[src/rtl/mips_pkg.sv]
// rtl/mips_pkg.sv - shared widths, reset vector and fetch state encoding
package mips_pkg;

  localparam int ADDR_W = 32;
  localparam logic [ADDR_W-1:0] RESET_PC = 32'h0000_0000;
  localparam int WORD_BYTES = 4;
  localparam int WORD_LSB = $clog2(WORD_BYTES);

  typedef enum logic [1:0] {
    BOOT  = 2'd0,
    FETCH = 2'd1,
    STALL = 2'd2,
    HALT  = 2'd3
  } fetch_state_t;

endpackage

[src/rtl/pc_fetch_ctrl_if.sv]
// rtl/pc_fetch_ctrl_if.sv - instruction-memory fetch bus between PC sequencer and imem/adder
interface pc_fetch_ctrl_if #(
  parameter int ADDR_W = mips_pkg::ADDR_W
);

  logic [ADDR_W-1:0] pc;
  logic [ADDR_W-1:0] pc_plus4;
  logic              imem_req;
  logic              imem_ready;
  logic              instr_valid;

  modport master (
    output pc,
    output imem_req,
    output instr_valid,
    input  pc_plus4,
    input  imem_ready
  );

  modport slave (
    input  pc,
    input  imem_req,
    input  instr_valid,
    output pc_plus4,
    output imem_ready
  );

endinterface

[src/rtl/pc_next_mux.sv]
// rtl/pc_next_mux.sv - next-PC priority select and word-alignment check
module pc_next_mux #(
  parameter int ADDR_W = mips_pkg::ADDR_W
) (
  input  logic [ADDR_W-1:0] i_pc_plus4,
  input  logic              i_branch_taken,
  input  logic [ADDR_W-1:0] i_branch_target,
  input  logic              i_jump_en,
  input  logic [ADDR_W-1:0] i_jump_target,
  input  logic              i_pend_valid,
  input  logic [ADDR_W-1:0] i_pend_target,
  output logic              o_redir_valid,
  output logic [ADDR_W-1:0] o_redir_target,
  output logic [ADDR_W-1:0] o_next_pc,
  output logic              o_misaligned
);
  import mips_pkg::*;

  logic              w_redir_valid;
  logic [ADDR_W-1:0] w_redir_target;
  logic [ADDR_W-1:0] w_next_pc;

  // Live redirect (jump beats branch) beats a remembered one, which beats sequential flow
  always_comb begin
    w_redir_valid  = i_jump_en | i_branch_taken;
    w_redir_target = i_jump_en ? i_jump_target : i_branch_target;
    if (w_redir_valid) begin
      w_next_pc = w_redir_target;
    end else if (i_pend_valid) begin
      w_next_pc = i_pend_target;
    end else begin
      w_next_pc = i_pc_plus4;
    end
  end

  assign o_redir_valid  = w_redir_valid;
  assign o_redir_target = w_redir_target;
  assign o_next_pc      = w_next_pc;
  assign o_misaligned   = |w_next_pc[WORD_LSB-1:0];

endmodule

[src/rtl/pc_fetch_ctrl.sv]
// rtl/pc_fetch_ctrl.sv - PC register and fetch handshake sequencer with redirect capture and misalign trap
module pc_fetch_ctrl #(
  parameter int                ADDR_W   = mips_pkg::ADDR_W,
  parameter logic [ADDR_W-1:0] RESET_PC = mips_pkg::RESET_PC
) (
  input  logic              clk,
  input  logic              rst_n,
  pc_fetch_ctrl_if.master   bus,
  input  logic              i_branch_taken,
  input  logic [ADDR_W-1:0] i_branch_target,
  input  logic              i_jump_en,
  input  logic [ADDR_W-1:0] i_jump_target,
  input  logic              i_stall,
  output logic              o_misalign_err
);
  import mips_pkg::*;

  fetch_state_t      r_state;
  logic [ADDR_W-1:0] r_pc;
  logic [ADDR_W-1:0] r_pend_target;
  logic              r_pend_valid;
  logic              r_imem_req;
  logic              r_instr_valid;
  logic              r_misalign_err;

  logic              w_accept;
  logic              w_redir_valid;
  logic [ADDR_W-1:0] w_redir_target;
  logic [ADDR_W-1:0] w_next_pc;
  logic              w_next_misaligned;

  pc_next_mux #(.ADDR_W(ADDR_W)) u_pc_next_mux (
    .i_pc_plus4      (bus.pc_plus4),
    .i_branch_taken  (i_branch_taken),
    .i_branch_target (i_branch_target),
    .i_jump_en       (i_jump_en),
    .i_jump_target   (i_jump_target),
    .i_pend_valid    (r_pend_valid),
    .i_pend_target   (r_pend_target),
    .o_redir_valid   (w_redir_valid),
    .o_redir_target  (w_redir_target),
    .o_next_pc       (w_next_pc),
    .o_misaligned    (w_next_misaligned)
  );

  // An instruction is consumed only while actively fetching with imem and downstream both ready
  assign w_accept = (r_state == FETCH) & bus.imem_ready & ~i_stall;

  // Fetch FSM; imem_req and instr_valid are registered from the state being entered
  always_ff @(posedge clk or negedge rst_n) begin
    if (!rst_n) begin
      r_state        <= BOOT;
      r_pc           <= RESET_PC;
      r_pend_target  <= '0;
      r_pend_valid   <= 1'b0;
      r_imem_req     <= 1'b0;
      r_instr_valid  <= 1'b0;
      r_misalign_err <= 1'b0;
    end else begin
      r_instr_valid <= 1'b0;
      case (r_state)
        BOOT: begin
          r_state    <= FETCH;
          r_imem_req <= 1'b1;
        end
        FETCH: begin
          if (w_accept) begin
            if (w_next_misaligned) begin
              r_state        <= HALT;
              r_imem_req     <= 1'b0;
              r_misalign_err <= 1'b1;
            end else begin
              r_pc          <= w_next_pc;
              r_instr_valid <= 1'b1;
              r_pend_valid  <= 1'b0;
            end
          end else if (bus.imem_ready) begin
            // imem answered but downstream is full: drop the response and re-ask later
            r_state    <= STALL;
            r_imem_req <= 1'b0;
          end
        end
        STALL: begin
          if (!i_stall) begin
            r_state    <= FETCH;
            r_imem_req <= 1'b1;
          end
        end
        HALT: begin
          r_state <= HALT;
        end
        default: begin
          r_state <= HALT;
        end
      endcase
      // Redirects that miss an accept are remembered; the newest one wins
      if ((r_state != HALT) && !w_accept && w_redir_valid) begin
        r_pend_valid  <= 1'b1;
        r_pend_target <= w_redir_target;
      end
    end
  end

  assign bus.pc          = r_pc;
  assign bus.imem_req    = r_imem_req;
  assign bus.instr_valid = r_instr_valid;
  assign o_misalign_err  = r_misalign_err;

endmodule

[src/flat_wrapper.sv]
// flat-port wrapper written by rule: the top's interface ports become plain ports
module pc_fetch_ctrl_flat import mips_pkg::*;
#(
  parameter int                ADDR_W   = mips_pkg::ADDR_W,
  parameter logic [ADDR_W-1:0] RESET_PC = mips_pkg::RESET_PC
)
  (clk, rst_n, i_branch_taken, i_branch_target, i_jump_en, i_jump_target, i_stall, o_misalign_err, bus_pc, bus_imem_req, bus_instr_valid, bus_pc_plus4, bus_imem_ready);
  pc_fetch_ctrl_if #(.ADDR_W(ADDR_W)) bus_i ();
  input  logic clk;
  input  logic rst_n;
  input  logic i_branch_taken;
  input  logic [ADDR_W-1:0] i_branch_target;
  input  logic i_jump_en;
  input  logic [ADDR_W-1:0] i_jump_target;
  input  logic i_stall;
  output logic o_misalign_err;
  output wire logic [$bits(bus_i.pc)-1:0] bus_pc;
  output wire logic [$bits(bus_i.imem_req)-1:0] bus_imem_req;
  output wire logic [$bits(bus_i.instr_valid)-1:0] bus_instr_valid;
  input wire logic [$bits(bus_i.pc_plus4)-1:0] bus_pc_plus4;
  input wire logic [$bits(bus_i.imem_ready)-1:0] bus_imem_ready;
  assign bus_pc = bus_i.pc;
  assign bus_imem_req = bus_i.imem_req;
  assign bus_instr_valid = bus_i.instr_valid;
  assign bus_i.pc_plus4 = bus_pc_plus4;
  assign bus_i.imem_ready = bus_imem_ready;
  pc_fetch_ctrl #(.ADDR_W(ADDR_W), .RESET_PC(RESET_PC)) u_core (.clk(clk), .rst_n(rst_n), .bus(bus_i), .i_branch_taken(i_branch_taken), .i_branch_target(i_branch_target), .i_jump_en(i_jump_en), .i_jump_target(i_jump_target), .i_stall(i_stall), .o_misalign_err(o_misalign_err));
endmodule
[config.mk]
export PLATFORM = sky130hd
export DESIGN_NAME = pc_fetch_ctrl_flat
export DESIGN_NICKNAME = d
export VERILOG_FILES = /design/src/rtl/mips_pkg.sv /design/src/rtl/pc_fetch_ctrl_if.sv /design/src/rtl/pc_next_mux.sv /design/src/rtl/pc_fetch_ctrl.sv /design/src/flat_wrapper.sv
export SDC_FILE = /design/constraint.sdc
export NUM_CORES = 1
export LEC_CHECK = 0
export CORE_ASPECT_RATIO = 0.9
export CORE_MARGIN = 3
export CORE_UTILIZATION = 40
export CTS_CLUSTER_SIZE = 28
export DETAILED_ROUTE_END_ITERATION = 16
export PLACE_DENSITY = 0.77
export SKIP_CTS_REPAIR_TIMING = 1
export SLEW_MARGIN = 20
export SYNTH_ARGS = -nofsm -noshare
export SYNTH_HDL_FRONTEND = slang
export SYNTH_SLANG_ARGS = --single-unit
export TNS_END_PERCENT = 10
[constraint.sdc]
create_clock -name clk -period 3.9 [get_ports clk]
set_input_delay 0.39 -clock clk [delete_from_list [all_inputs] [get_ports clk]]
set_output_delay 0.39 -clock clk [all_outputs]
set_load 0.01 [all_outputs]
==> run_results.csv <==
group,metric,value,unit
run_status,status,"complete, no violations",
clock_network,cts-buffers-inserted,9,
setup_path,path_cells,"inv_1 > o311a_1 > nor4_4 > buf_4 > mux2_2",
clock_network,tritoncts,"done",
logic_synthesis,synth_mux_area_share,37.7,%
detailed_routing,finalWirelength,8990,µm
detailed_routing,route.antenna.remaining_nets,0,
global_routing,grt_antenna_before_repair,0,
logic_synthesis,synthDominantCellAreaShare,47.9,%
timing,finalSetupViolCount,0,
setup_path,critical_path.startpoint_type,"register",
global_routing,grt-ovfl-total,0,
floorplan,die_h,96.7,µm
place,detailedPlacementHpwl,6350,µm
logic_synthesis,synthCells,303,
setup_path,worstPathBufferInverterCount,2,
global_routing,grt_max_degree,61,
floorplan,core-area,8730,µm²
timing,worst-slew-pin-transition,0.979,ns
logic_synthesis,synth_xor_area_share,0,%
final_layout,layoutNonFillerInstCount,558,
detailed_routing,drt_pre_antenna_iters,4,
logic_synthesis,seq_area_frac_synth,47.9,%
timing,slew_violations,0,
timing,slew-limit-headroom,34.7,%
logic_synthesis,synth.avg_cell_area,12.1,µm²
detailed_routing,drc,0,
final_layout,final_net_count,536,
detailed_routing,wl_per_cell,16.1,µm
logic_synthesis,flip_flop_and_latch_count_after_synthesis,70,
logic_synthesis,synth_top_family_by_area,"multiplexers",
floorplan,initial_utilization,41.9,%
setup_path,worst-endpoint-arrival,2.95,ns
floorplan,die_w,107,µm
logic_synthesis,synth-simple-area-share,5.41,%
global_routing,global_route.usage.total,17.7,%
logic_synthesis,netlist_top_cells_area,"dfrtp_1, mux2_2, mux2i_1",
setup_path,max_stage_delay,1.01,ns
timing,time_the_worst_path_needs_with_i_o_delays_and_setup,2.72,ns
setup_path,req_time_crit_path,4.12,ns
setup_path,critical-path-top-delay-family,"flip-flops",
setup_path,worst_path_max_delay_cell,"dfrtp_2",
setup_path,r2r_start,"u_core.r_pend_valid",
timing,timing.final.crit_share,69.9,%
clock_network,cts_root_buf,"clkbuf_8",
floorplan,ios,137,
setup_path,worst_setup_path_end_kind,"register",
clock_network,cts.clk_slew.worst_paths,0.07,ns
power,power.density,593,nW/µm²
logic_synthesis,syn_nets,405,
clock_network,clock_sink_count,70,
timing,timing.setup.tns,0,ns
setup_path,timing.reg2reg.worst_path_depth,5,
timing,unrepaired_setup_endpoints_after_global_routing,"false",
clock_network,htree_num_levels,3,
detailed_routing,drt_iter0_markers,61,
logic_synthesis,synth.distinct_cells,23,
run,max_cap_viol_count,0,
setup_path,path_max_fanout,32,
setup_path,critPathKind,"reg -> reg",
detailed_routing,drt-vias-per-instance,4.97,
timing,worst_clock_skew,0.0117,ns
logic_synthesis,cell_taking_the_most_area_after_synthesis,"dfrtp_1",
logic_synthesis,yosys.area_share.adder,0,%
timing,hold_viol,0,
place,finalWeightedCongestion,0.778,
place,io_buffer_count,136,
place,dpl.cell_count,541,
logic_synthesis,netlist_area,3650,µm²
final_layout,post-route-util,61.1,%
final_layout,synthToLayoutAreaGrowth,45.9,%
logic_synthesis,share_of_the_synthesized_area_in_compound_gates_ao_oa_aoi_oai,6.06,%
power,leakage,2.36,nW
clock_network,insertion_delay,0.34,ns
timing,fmax,367,MHz
floorplan,cell_rows,32,
global_routing,grt_pass1_vias,2971,
hold_path,worst_hold_path_type,"in -> async",
final_layout,final_layout_size_suffix_gt1_share,27.1,%
global_routing,grt_first_pass_wirelength,14700,µm
setup_path,crit-reg2reg-capture,"u_core.bus.pc[15]",
power,vdd_drop_max,0.316,mV
setup_path,regToRegSetupSlack,1.18,ns
final_layout,antennaDiodeCount,0,
logic_synthesis,synthesis.yosys.warnings,0,
detailed_routing,dr_total_vias,2775,
floorplan,die_area,10300,µm²
clock_network,clockBufferDepth,2,
## worst register-to-register path: stages (launching register included)
cell     delay [ns]
dfrtp_2        1.01
inv_1          0.16
o311a_1        0.43
nor4_4         0.30
buf_4          0.32
mux2_2         0.38
## kinds of logic after synthesis
| group | after synthesis |
|---|---|
| AOI/OAI and AO/OA | 41 |
| muxes | 126 |
| and+or+nand+nor | 44 |
| buffers and inverters | 22 |
| DFF | 70 |
## area by class of cell
type,count,area [µm²]
Clock buffer,12,155
Clock inverter,4,45.0
Fill cell,764,3400
Inverter,1,3.75
Multi-Input combinational cell,211,1820
Sequential cell,70,1750
Tap cell,119,149
Timing Repair Buffer,141,1410
## cells in the final DEF (no fill, tap or decap), types with 2 or more instances in the layout
cell / synthesis / final
nor2b_1: 4 / 4
o21ai_0: 3 / 3
mux2i_1: 32 / 32
a21oi_1: 32 / 32
buf_2: 0 / 2
nand2_1: 2 / 2
nor2_1: 34 / 33
clkbuf_8: 0 / 11
clkinv_2: 0 / 3
buf_4: 0 / 4
clkdlybuf4s50_1: 0 / 134
mux2_2: 93 / 93
dfrtp_1: 70 / 69
## cell usage after synthesis
library cell,n
buf_1,2
nor4_4,1
inv_1,1
nor2b_1,4
clkbuf_1,16
nand2_1,2
a21oi_1,32
o21ai_1,1
or3_1,1
o31a_1,1
dfrtp_1,70
nor2_1,34
o21ai_0,3
a211oi_1,1
nand3_1,1
nor3_1,1
o21a_1,1
mux2_1,1
o311a_1,1
mux2i_1,32
mux2_2,93
buf_6,3
o21bai_1,1
## worst max-delay path by stage
stage / slack (ns) / depth (start not counted) / startpoint / end
after floorplan: 1.80 / 6 / i_jump_en / u_core.bus.pc[10]
after CTS: 1.13 / 5 / u_core.r_pend_valid / u_core.bus.pc[15]
after global placement: 1.23 / 5 / u_core.r_pend_valid / u_core.bus.pc[16]
final: 1.18 / 5 / u_core.r_pend_valid / u_core.bus.pc[15]
after detailed placement: 1.13 / 5 / u_core.r_pend_valid / u_core.bus.pc[15]
after global routing: 1.02 / 5 / u_core.r_pend_valid / u_core.bus.pc[22]
## sequential cells by signal (all words and copies together), names as in the netlist
signal / flops
u_core.bus.imem_req: 1
u_core.bus.instr_valid: 1
u_core.bus.pc: 32
u_core.o_misalign_err: 1
u_core.r_pend_target: 32
u_core.r_pend_valid: 1
u_core.r_state: 2
## metrics by stage
step / power, mW / hold slack, ns / area [µm²] / setup slack, ns
after floorplan: 1.99 / 0.0944 / 3650 / 1.80
after global placement: 2.53 / 0.475 / 5100 / 1.23
after detailed placement: 2.59 / 0.486 / 5100 / 1.13
after CTS: 3.18 / 0.141 / 5300 / 1.13
after global routing: 3.36 / 0.168 / 5330 / 1.02
final: 3.16 / 0.142 / 5330 / 1.18
## power by group
part | internal (mW) | total [mW] | switching (mW) | leakage, nW
Sequential | 1.06 | 1.32 | 0.262 | 0.841
Clock | 0.327 | 0.587 | 0.260 | 0.106
Combinational | 0.825 | 1.25 | 0.427 | 1.41
Total | 2.21 | 3.16 | 0.948 | 2.36
## metal layers
layer	vias up	track usage [%]	wire length (µm)
met5	-	0	0
met4	0	4.72	71
met3	8	5.20	600
met2	88	29.5	4350
met1	1336	22.5	3960
li1	1343	-	-
No activity file was read; power rests on OpenSTA's default activity.
